**config.mk**
```make
export PLATFORM = sky130hd
export DESIGN_NAME = sprite_frame_sequencer_flat
export DESIGN_NICKNAME = d
export VERILOG_FILES = /design/src/rtl/sprite_frame_sequencer_if.sv /design/src/rtl/sprite_frame_sequencer.sv /design/src/flat_wrapper.sv
export SDC_FILE = /design/constraint.sdc
export NUM_CORES = 1
export LEC_CHECK = 0
export ABC_AREA = 1
export BUFFER_PORTS_ARGS = -buffer_cell sky130_fd_sc_hd__buf_2
export CORE_ASPECT_RATIO = 1.25
export CORE_MARGIN = 8
export CORE_UTILIZATION = 55
export CTS_BUF_LIST = sky130_fd_sc_hd__clkbuf_4
export DETAILED_ROUTE_END_ITERATION = 12
export PLACE_DENSITY = 0.8
export SETUP_SLACK_MARGIN = 0.1
export SLEW_MARGIN = 0
export SYNTH_ARGS = -nofsm -noshare
export SYNTH_HDL_FRONTEND = slang
export SYNTH_SLANG_ARGS = --single-unit
```
**constraint.sdc**
```tcl
create_clock -name clk -period 1.5 [get_ports clk]
set_input_delay 0.075 -clock clk [delete_from_list [all_inputs] [get_ports clk]]
set_output_delay 0.075 -clock clk [all_outputs]
set_load 0.005 [all_outputs]
```
**src/rtl/sprite_frame_sequencer_if.sv**
```systemverilog
// Command bus between the frame sequencer and one 16x16 sprite control stage.
// Carries the draw/clear/shift_h/load strobes, the position to load, and the
// stage's pointer-is-zero flag coming back. Sequencer = master, stage = slave.
interface sprite_frame_sequencer_if;
    logic       draw;
    logic       clear;
    logic       shift_h;
    logic       load;
    logic [7:0] load_x;
    logic [6:0] load_y;
    logic       complete;

    modport master (
        output draw, clear, shift_h, load, load_x, load_y,
        input  complete
    );

    modport slave (
        input  draw, clear, shift_h, load, load_x, load_y,
        output complete
    );
endinterface

```
**src/rtl/sprite_frame_sequencer.sv**
```systemverilog
// Purpose: per-frame erase / reposition / redraw sequencer for one sprite stage.
// Latency: first frame done 258 cycles after the tick, later frames 514 cycles.
// Backpressure: none; ticks that cannot be taken are dropped and flagged in overrun.
// Ports: clk, resetn (async, active low); enable/frame_tick control the frame start;
//        spr carries the sprite stage command bus; busy/frame_done/overrun report status.
module sprite_frame_sequencer #(
    parameter int X_INIT = 80,
    parameter int Y_INIT = 60,
    parameter int X_MAX  = 144,
    parameter int Y_MAX  = 104,
    parameter int STEP   = 1
) (
    input  logic                            clk,
    input  logic                            resetn,
    input  logic                            enable,
    input  logic                            frame_tick,
    sprite_frame_sequencer_if.master        spr,
    output logic                            busy,
    output logic                            frame_done,
    output logic                            overrun
);

    typedef enum logic [2:0] {
        S_RESYNC,
        S_IDLE,
        S_CLEAR,
        S_LOAD,
        S_DRAW,
        S_DONE
    } state_t;

    localparam logic [7:0] X_INIT_V = 8'(X_INIT);
    localparam logic [6:0] Y_INIT_V = 7'(Y_INIT);
    localparam logic [8:0] X_MAX_W  = 9'(X_MAX);
    localparam logic [7:0] Y_MAX_W  = 8'(Y_MAX);
    localparam logic [7:0] X_MAX_V  = 8'(X_MAX);
    localparam logic [6:0] Y_MAX_V  = 7'(Y_MAX);
    localparam logic [8:0] STEP_X9  = 9'(STEP);
    localparam logic [7:0] STEP_X8  = 8'(STEP);
    localparam logic [7:0] STEP_Y8  = 8'(STEP);
    localparam logic [6:0] STEP_Y7  = 7'(STEP);

    state_t     state_q, state_d;
    logic [7:0] cnt_q, cnt_d;
    logic [7:0] x_q, x_d;
    logic [6:0] y_q, y_d;
    logic       dx_q, dx_d;
    logic       dy_q, dy_d;
    logic       drawn_q, drawn_d;

    // Command outputs are registered so the stage sees them stable at its negedge sample.
    logic draw_q, draw_d;
    logic clear_q, clear_d;
    logic shift_q, shift_d;
    logic load_q, load_d;
    logic busy_q, busy_d;
    logic done_q, done_d;
    logic ovr_q, ovr_d;

    // Bounce arithmetic, one bit wider than the position so the limit test cannot wrap.
    logic [8:0] x_sum;
    logic [7:0] y_sum;
    logic [7:0] x_new;
    logic [6:0] y_new;
    logic       dx_new, dy_new;

    always_comb begin
        x_sum  = {1'b0, x_q} + STEP_X9;
        y_sum  = {1'b0, y_q} + STEP_Y8;
        x_new  = x_q;
        y_new  = y_q;
        dx_new = dx_q;
        dy_new = dy_q;

        if (!dx_q) begin
            if (x_sum > X_MAX_W) begin
                x_new  = X_MAX_V;
                dx_new = 1'b1;
            end else begin
                x_new = x_sum[7:0];
            end
        end else begin
            if (x_q < STEP_X8) begin
                x_new  = 8'd0;
                dx_new = 1'b0;
            end else begin
                x_new = x_q - STEP_X8;
            end
        end

        if (!dy_q) begin
            if (y_sum > Y_MAX_W) begin
                y_new  = Y_MAX_V;
                dy_new = 1'b1;
            end else begin
                y_new = y_sum[6:0];
            end
        end else begin
            if (y_q < STEP_Y7) begin
                y_new  = 7'd0;
                dy_new = 1'b0;
            end else begin
                y_new = y_q - STEP_Y7;
            end
        end
    end

    always_comb begin
        state_d = state_q;
        cnt_d   = cnt_q;
        x_d     = x_q;
        y_d     = y_q;
        dx_d    = dx_q;
        dy_d    = dy_q;
        drawn_d = drawn_q;
        draw_d  = 1'b0;
        clear_d = 1'b0;
        shift_d = 1'b0;
        load_d  = 1'b0;
        done_d  = 1'b0;
        // Any tick the IDLE state cannot accept is a missed frame.
        ovr_d   = ovr_q | (frame_tick & ((state_q != S_IDLE) | ~enable));

        unique case (state_q)
            S_RESYNC: begin
                // Keep erasing until the stage's pointer wraps back to zero.
                if (spr.complete) begin
                    state_d = S_IDLE;
                end else begin
                    draw_d  = 1'b1;
                    clear_d = 1'b1;
                end
            end
            S_IDLE: begin
                if (frame_tick && enable) begin
                    cnt_d  = 8'd0;
                    draw_d = 1'b1;
                    if (drawn_q) begin
                        state_d = S_CLEAR;
                        clear_d = 1'b1;
                    end else begin
                        state_d = S_LOAD;
                        load_d  = 1'b1;
                    end
                end
            end
            S_CLEAR: begin
                draw_d = 1'b1;
                if (cnt_q == 8'd255) begin
                    state_d = S_LOAD;
                    load_d  = 1'b1;
                    x_d     = x_new;
                    y_d     = y_new;
                    dx_d    = dx_new;
                    dy_d    = dy_new;
                end else begin
                    cnt_d   = cnt_q + 8'd1;
                    clear_d = 1'b1;
                end
            end
            S_LOAD: begin
                state_d = S_DRAW;
                cnt_d   = 8'd0;
                draw_d  = 1'b1;
                shift_d = 1'b1;
            end
            S_DRAW: begin
                if (cnt_q == 8'd255) begin
                    state_d = S_DONE;
                    drawn_d = 1'b1;
                    done_d  = 1'b1;
                end else begin
                    cnt_d   = cnt_q + 8'd1;
                    draw_d  = 1'b1;
                    shift_d = 1'b1;
                end
            end
            S_DONE: begin
                state_d = S_IDLE;
            end
            default: begin
                state_d = S_RESYNC;
            end
        endcase

        busy_d = (state_d != S_IDLE);
    end

    always_ff @(posedge clk or negedge resetn) begin
        if (!resetn) begin
            state_q <= S_RESYNC;
            cnt_q   <= 8'd0;
            x_q     <= X_INIT_V;
            y_q     <= Y_INIT_V;
            dx_q    <= 1'b0;
            dy_q    <= 1'b0;
            drawn_q <= 1'b0;
            draw_q  <= 1'b0;
            clear_q <= 1'b0;
            shift_q <= 1'b0;
            load_q  <= 1'b0;
            busy_q  <= 1'b1;
            done_q  <= 1'b0;
            ovr_q   <= 1'b0;
        end else begin
            state_q <= state_d;
            cnt_q   <= cnt_d;
            x_q     <= x_d;
            y_q     <= y_d;
            dx_q    <= dx_d;
            dy_q    <= dy_d;
            drawn_q <= drawn_d;
            draw_q  <= draw_d;
            clear_q <= clear_d;
            shift_q <= shift_d;
            load_q  <= load_d;
            busy_q  <= busy_d;
            done_q  <= done_d;
            ovr_q   <= ovr_d;
        end
    end

    assign spr.draw    = draw_q;
    assign spr.clear   = clear_q;
    assign spr.shift_h = shift_q;
    assign spr.load    = load_q;
    assign spr.load_x  = x_q;
    assign spr.load_y  = y_q;
    assign busy        = busy_q;
    assign frame_done  = done_q;
    assign overrun     = ovr_q;

endmodule

```
**src/flat_wrapper.sv**
```systemverilog
// flat-port wrapper written by rule: the top's interface ports become plain ports
module sprite_frame_sequencer_flat 
#(
    parameter int X_INIT = 80,
    parameter int Y_INIT = 60,
    parameter int X_MAX  = 144,
    parameter int Y_MAX  = 104,
    parameter int STEP   = 1
)
  (clk, resetn, enable, frame_tick, busy, frame_done, overrun, spr_draw, spr_clear, spr_shift_h, spr_load, spr_load_x, spr_load_y, spr_complete);
  sprite_frame_sequencer_if spr_i ();
  input  logic clk;
  input  logic resetn;
  input  logic enable;
  input  logic frame_tick;
  output logic busy;
  output logic frame_done;
  output logic overrun;
  output wire logic [$bits(spr_i.draw)-1:0] spr_draw;
  output wire logic [$bits(spr_i.clear)-1:0] spr_clear;
  output wire logic [$bits(spr_i.shift_h)-1:0] spr_shift_h;
  output wire logic [$bits(spr_i.load)-1:0] spr_load;
  output wire logic [$bits(spr_i.load_x)-1:0] spr_load_x;
  output wire logic [$bits(spr_i.load_y)-1:0] spr_load_y;
  input wire logic [$bits(spr_i.complete)-1:0] spr_complete;
  assign spr_draw = spr_i.draw;
  assign spr_clear = spr_i.clear;
  assign spr_shift_h = spr_i.shift_h;
  assign spr_load = spr_i.load;
  assign spr_load_x = spr_i.load_x;
  assign spr_load_y = spr_i.load_y;
  assign spr_i.complete = spr_complete;
  sprite_frame_sequencer #(.X_INIT(X_INIT), .Y_INIT(Y_INIT), .X_MAX(X_MAX), .Y_MAX(Y_MAX), .STEP(STEP)) u_core (.clk(clk), .resetn(resetn), .enable(enable), .frame_tick(frame_tick), .spr(spr_i), .busy(busy), .frame_done(frame_done), .overrun(overrun));
endmodule
```
# ---- After elaboration in Yosys (flattened, before gate mapping)
# Index checks and enable logic that the tools add are counted.
dict set report op_classes {
  magnitude_cmp 4
  n_bitwise 4
  add_sub_neg 5
  n_mux 34
  eq_ne 10
  n_reduce_logical 8
}
# op count
set ops {}
lappend ops {{$mux W8} 5}
lappend ops {{$pmux W8 S3} 1}
lappend ops {{$mux W7} 3}
lappend ops {{$pmux W3 S6} 1}
lappend ops {{$mux W1} 16}
lappend ops {{$mux W3} 4}
lappend ops {{$add A8 B1 Y9 const B} 1}
lappend ops {{$gt A9 B8 Y1 const B} 1}
lappend ops {{$add A7 B1 Y8 const B} 1}
lappend ops {{$add A8 B1 Y8 const B} 1}
lappend ops {{$eq A8 B8 Y1 const B} 1}
lappend ops {{$gt A8 B7 Y1 const B} 1}
lappend ops {{$lt A8 B1 Y1 const B} 1}
lappend ops {{$sub A8 B1 Y8 const B} 1}
lappend ops {{$lt A7 B1 Y1 const B} 1}
lappend ops {{$sub A7 B1 Y7 const B} 1}
lappend ops {{$eq A3 B2 Y1 const B} 2}
lappend ops {{$eq A3 B3 Y1 const B} 2}
lappend ops {{$ne A3 B1 Y1 const B} 2}
lappend ops {{$pmux W1 S2} 2}
lappend ops {{$pmux W1 S4} 1}
lappend ops {{$reduce_and A2 Y1} 2}
lappend ops {{$reduce_or A2 Y1} 2}
lappend ops {{$eq A3 B1 Y1 const B} 1}
lappend ops {{10 further kinds} 11}
dict set report totals {
  output_inout_bits 22
  regBits 36
}

# ---- Logic depth before layout (Yosys ltp)
dict set report depth {
  depth_word 4
  depth_mapped 12
  mapped_depth_nobuf 12
}

# ---- Worst setup path before layout
# Ideal clock, no wire load.
dict set report synth_timing {
  path_type {register to register}
  start {reg u_core.x_q[0] (netlist: u_core.spr.load_x[0])}
  end {reg u_core.x_q[0] (netlist: u_core.spr.load_x[0])}
  slack_ns -0.041
  stages_incl_launch_ff 12
  arrival_ns 1.424
  synth_period_minus_slack_ns 1.541
  setup_ns 0.116
  n_path_buf 0
  path_cell_list {dfrtp_1 -> inv_1 -> ha_1 -> nand2_1 -> nor2_2 -> nand3_1 -> nor2_1 -> nand2_1 -> o21ai_0 -> inv_1 -> nand2_1 -> nand2_1}
}
dict set report synth_between {
  elab_chain_cells 4
  word_cells_on_any_way 7
}
# element line_no
set synth_rtl {}
lappend synth_rtl {{start: declaration} sprite_frame_sequencer.sv:45} ;# logic [7:0] x_q, x_d;
lappend synth_rtl {{start signal: assignment} sprite_frame_sequencer.sv:193} ;# x_q <= X_INIT_V;
lappend synth_rtl {{start signal: assignment} sprite_frame_sequencer.sv:208} ;# x_q <= x_d;
lappend synth_rtl {{$add A8 B1 Y9} sprite_frame_sequencer.sv:68} ;# x_sum = {1'b0, x_q} + STEP_X9;
lappend synth_rtl {{$gt A9 B8 Y1} sprite_frame_sequencer.sv:76} ;# if (x_sum > X_MAX_W) begin
lappend synth_rtl {{$mux W8} sprite_frame_sequencer.sv:76}
lappend synth_rtl {{$mux W8 (*)} sprite_frame_sequencer.sv:75} ;# if (!dx_q) begin
# Every way passes the cells marked *; elsewhere a longest branch is shown, timed or not.
# A chain may end at the register's enable or synchronous reset.

# ---- Worst setup path in the final report
dict set report layout_timing {
  start {reg u_core.y_q[2] (netlist: u_core.spr.load_y[2])}
  end {reg u_core.y_q[0] (netlist: u_core.spr.load_y[0])}
}
dict set report layout_between {
  elab_chain_cells 4
  word_cells_on_any_way 6
}
# element line_no
set layout_rtl {}
lappend layout_rtl {{start: declaration} sprite_frame_sequencer.sv:46} ;# logic [6:0] y_q, y_d;
lappend layout_rtl {{start signal: assignment} sprite_frame_sequencer.sv:209} ;# y_q <= y_d;
lappend layout_rtl {{$add A7 B1 Y8} sprite_frame_sequencer.sv:69} ;# y_sum = {1'b0, y_q} + STEP_Y8;
lappend layout_rtl {{$gt A8 B7 Y1} sprite_frame_sequencer.sv:92} ;# if (y_sum > Y_MAX_W) begin
lappend layout_rtl {{$mux W7} sprite_frame_sequencer.sv:92}
lappend layout_rtl {{$mux W7 (*)} sprite_frame_sequencer.sv:91} ;# if (!dy_q) begin
# Marks and branches as above.

==> results.json <==
{
  "track_usage_pct": 20.8,
  "floorplan.initialDensity_pct": 56.1,
  "dominantRegCellSynth": "dfrtp_1",
  "syn-instance-count": 342,
  "drtAntennaViolNets": 0,
  "rsz0062_at_grt": "true",
  "clkTransAtPathRegs_ns": 0.10,
  "yosys_warnings": 0,
  "worstMarginPinSlew_ns": 0.444,
  "crit_type": "reg -> reg",
  "drtIter0Drc": 226,
  "dieArea_mm2": 0.00685,
  "seqCellArea_um2": 916,
  "fin_crit_sh_pct": 111,
  "peakVddDrop_mv": 0.695,
  "fin_worst_skew_ns": 0.00718,
  "post_dp_cell_area_mm2": 0.00300,
  "hold_viol_final": 0,
  "layout_setup_ws_ns": -0.161,
  "row_count": 27,
  "relSlewSlack_pct": 70.4,
  "syn_to_final_growth_pct": 41.6,
  "maxCapViolCount": 0,
  "cts_tree": "done",
  "yosys.area.top_type": "dfrtp_1",
  "syn_nets": 353,
  "route.detailed.drc": 0,
  "grt-ovfl-total": 0,
  "dpl.hpwl_um": 4840,
  "netlist_area_mm2": 0.00244,
  "setup_violations": 25,
  "failed_checks": "negative setup slack",
  "ys_seq_elements": 36,
  "place_congestion": 0.915,
  "clock.fmax_ghz": 0.602,
  "viasPerCell": 5.59,
  "drive_above_1_share_pct": 44.3,
  "cp-end-kind": "register",
  "pre_cts_ws_ns": -0.0862,
  "grt_pass1_wl_um": 11400,
  "portBuffers": 26,
  "grt_pass1_vias": 2574,
  "clock_sinks": 36,
  "final.setup.tns_ns": -2.43,
  "antenna_found_initial": 0,
  "outcome": "finished, violations left",
  "final_max_slew_viol_count": 0,
  "layout_min_cycle_time_ns": 1.66,
  "critPathRequiredTime_ns": 1.74,
  "synth-edff-count": 0,
  "yosysUniqueCellTypes": 36,
  "cp_data_arrival_time_ns": 1.90,
  "power_density_mw_per_mm2": 444,
  "nets": 439,
  "drtPass1Iterations": 4,
  "synth.top_cell.area_share_pct": 29.7,
  "wirelength_um": 7750,
  "ys_seq_area_share_pct": 37.2,
  "wire_per_inst_um": 15.9,
  "synthTopCellsByCount": "74 x nand2_1, 46 x nor2_1, 45 x inv_1",
  "vias": 2722,
  "hold_class": "in -> reg",
  "multi_input_area_mm2": 0.00162,
  "die_x_um": 75.6,
  "core_area_mm2": 0.00436,
  "timing.hold.ws_ns": 0.0111,
  "p_leak_nw": 1.76,
  "async_flop_share_pct": 100,
  "avgSynthCellArea_um2": 7.15,
  "cts_root_buffer": "clkbuf_4",
  "cts_buffers": 5,
  "io_pins": 27,
  "h-tree-depth": 2,
  "grt_max_degree": 21,
  "diodes": 0,
  "fillers": 266,
  "cp-start-kind": "register",
  "path_max_fanout": 5,
  "design_area_mm2": 0.00346,
  "yosysMostFrequentCell": "nand2_1",
  "die_h_um": 90.5,
  "yosys-top-cells-area": "dfrtp_1 30%, nand2_1 11%, dfstp_2 7.5%",
  "clock_path_buffers": 2,
  "clock_latency_ns": 0.34
}
-- logic make-up after synthesis --
group,Yosys count,share of synthesized area [%]
buffers and inverters,56,9.67
xor gates and xnor gates,11,3.94
DFF,36,37.2
adders and majority gates,6,3.07
and+or+nand+nor,183,34.7
AOI/OAI and AO/OA,50,11.4
-- routing by layer --
layer / global-route usage (%) / vias up / wire length (µm)
met3: 5.56 / 41 / 445
met2: 35.5 / 102 / 4080
met5: 0 / - / 0
li1: - / 1279 / -
met1: 23.5 / 1300 / 2870
met4: 8.04 / 0 / 364
-- path summary, 6_finish.rpt --
check	start	endpoint	slack, ns	cells after the start
worst min register to register	u_core.overrun	u_core.overrun	0.48	1
worst max-delay path	u_core.spr.load_y[2]	u_core.spr.load_y[0]	-0.16	9
max in group asynchronous	resetn	u_core.busy	0.71	3
min in group asynchronous	resetn	u_core.spr.load_y[0]	0.20	2
worst min-delay path	spr_complete	u_core.state_q[0]	0.01	3
worst max register to register	u_core.spr.load_y[2]	u_core.spr.load_y[0]	-0.16	9
-- sequential cells by signal, indices dropped and copies added, names as in the netlist, 3 cells and up --
signal / count
u_core.cnt_q: 8
u_core.spr.load_y: 7
u_core.spr.load_x: 8
u_core.state_q: 3
-- cell usage in the layout (no fill, tap or decap), types with 2 or more instances in the layout --
cell type and n:
a21oi_1 7, dlygate4sd3_1 2, clkbuf_4 7, ha_4 4
inv_1 37, a21oi_2 9, inv_4 2, buf_2 26
o21ai_1 15, nand2_2 13, nand2_1 63, o21ai_2 7
nor2_1 41, buf_6 7, o21ai_0 3, xnor2_1 3
dfstp_2 7, dfrtp_1 24, nand2_4 3, a22oi_2 2
nor2_4 8, dfrtp_2 5, xor2_1 8, inv_2 9
nor3_2 2, nand3_1 20, buf_4 51, nand3_4 3
nand3_2 14, nor2_2 6, nand4_1 9
-- where the power goes --
group                 switching [mW]  total, mW  leakage [nW]  internal (mW)
registers      0.0000000000000000327      0.971         0.439          0.971
logic                         0.0246     0.0357          1.29         0.0112
clock network                  0.312      0.531        0.0361          0.219
-- per-stage QoR --
stage / cells / power [mW] / utilization [%]
finish: 487 / 1.54 / 79.4
global route: 487 / 1.61 / 79.4
CTS: 484 / 1.55 / 74.1
detailed placement: 463 / 1.02 / 68.7
global placement: 463 / 1.02 / 68.7
floorplan: 342 / 0.991 / -
-- worst max-delay path: stages (launching register included) --
cell,delay (ns)
dfstp_2,0.60
nand4_1,0.16
nor2_2,0.19
nand3_2,0.13
nand3_2,0.10
nand2_2,0.06
inv_2,0.11
nand2_2,0.08
nand2_1,0.08
nand2_1,0.05
-- layout make-up --
cell class / count / area share (%)
clock buffer: 7 / 1.52
clock inverter: 1 / 0.145
inverter: 48 / 5.35
multi-input combinational: 251 / 46.7
sequential: 36 / 26.5
tap: 58 / 2.10
timing repair buffer: 86 / 17.7
-- repair_timing --
action | 4_1_cts | 5_1_grt
setup endpoints to repair | 29 | 31
hold buffers | 2 | 0
resized for setup | 18 | 65
cloned | 1 | 0
hold endpoints to repair | 19 | 0
pin swaps | 6 | 26
buffers inserted | 11 | 3
(Power assumes the default switching activity.)
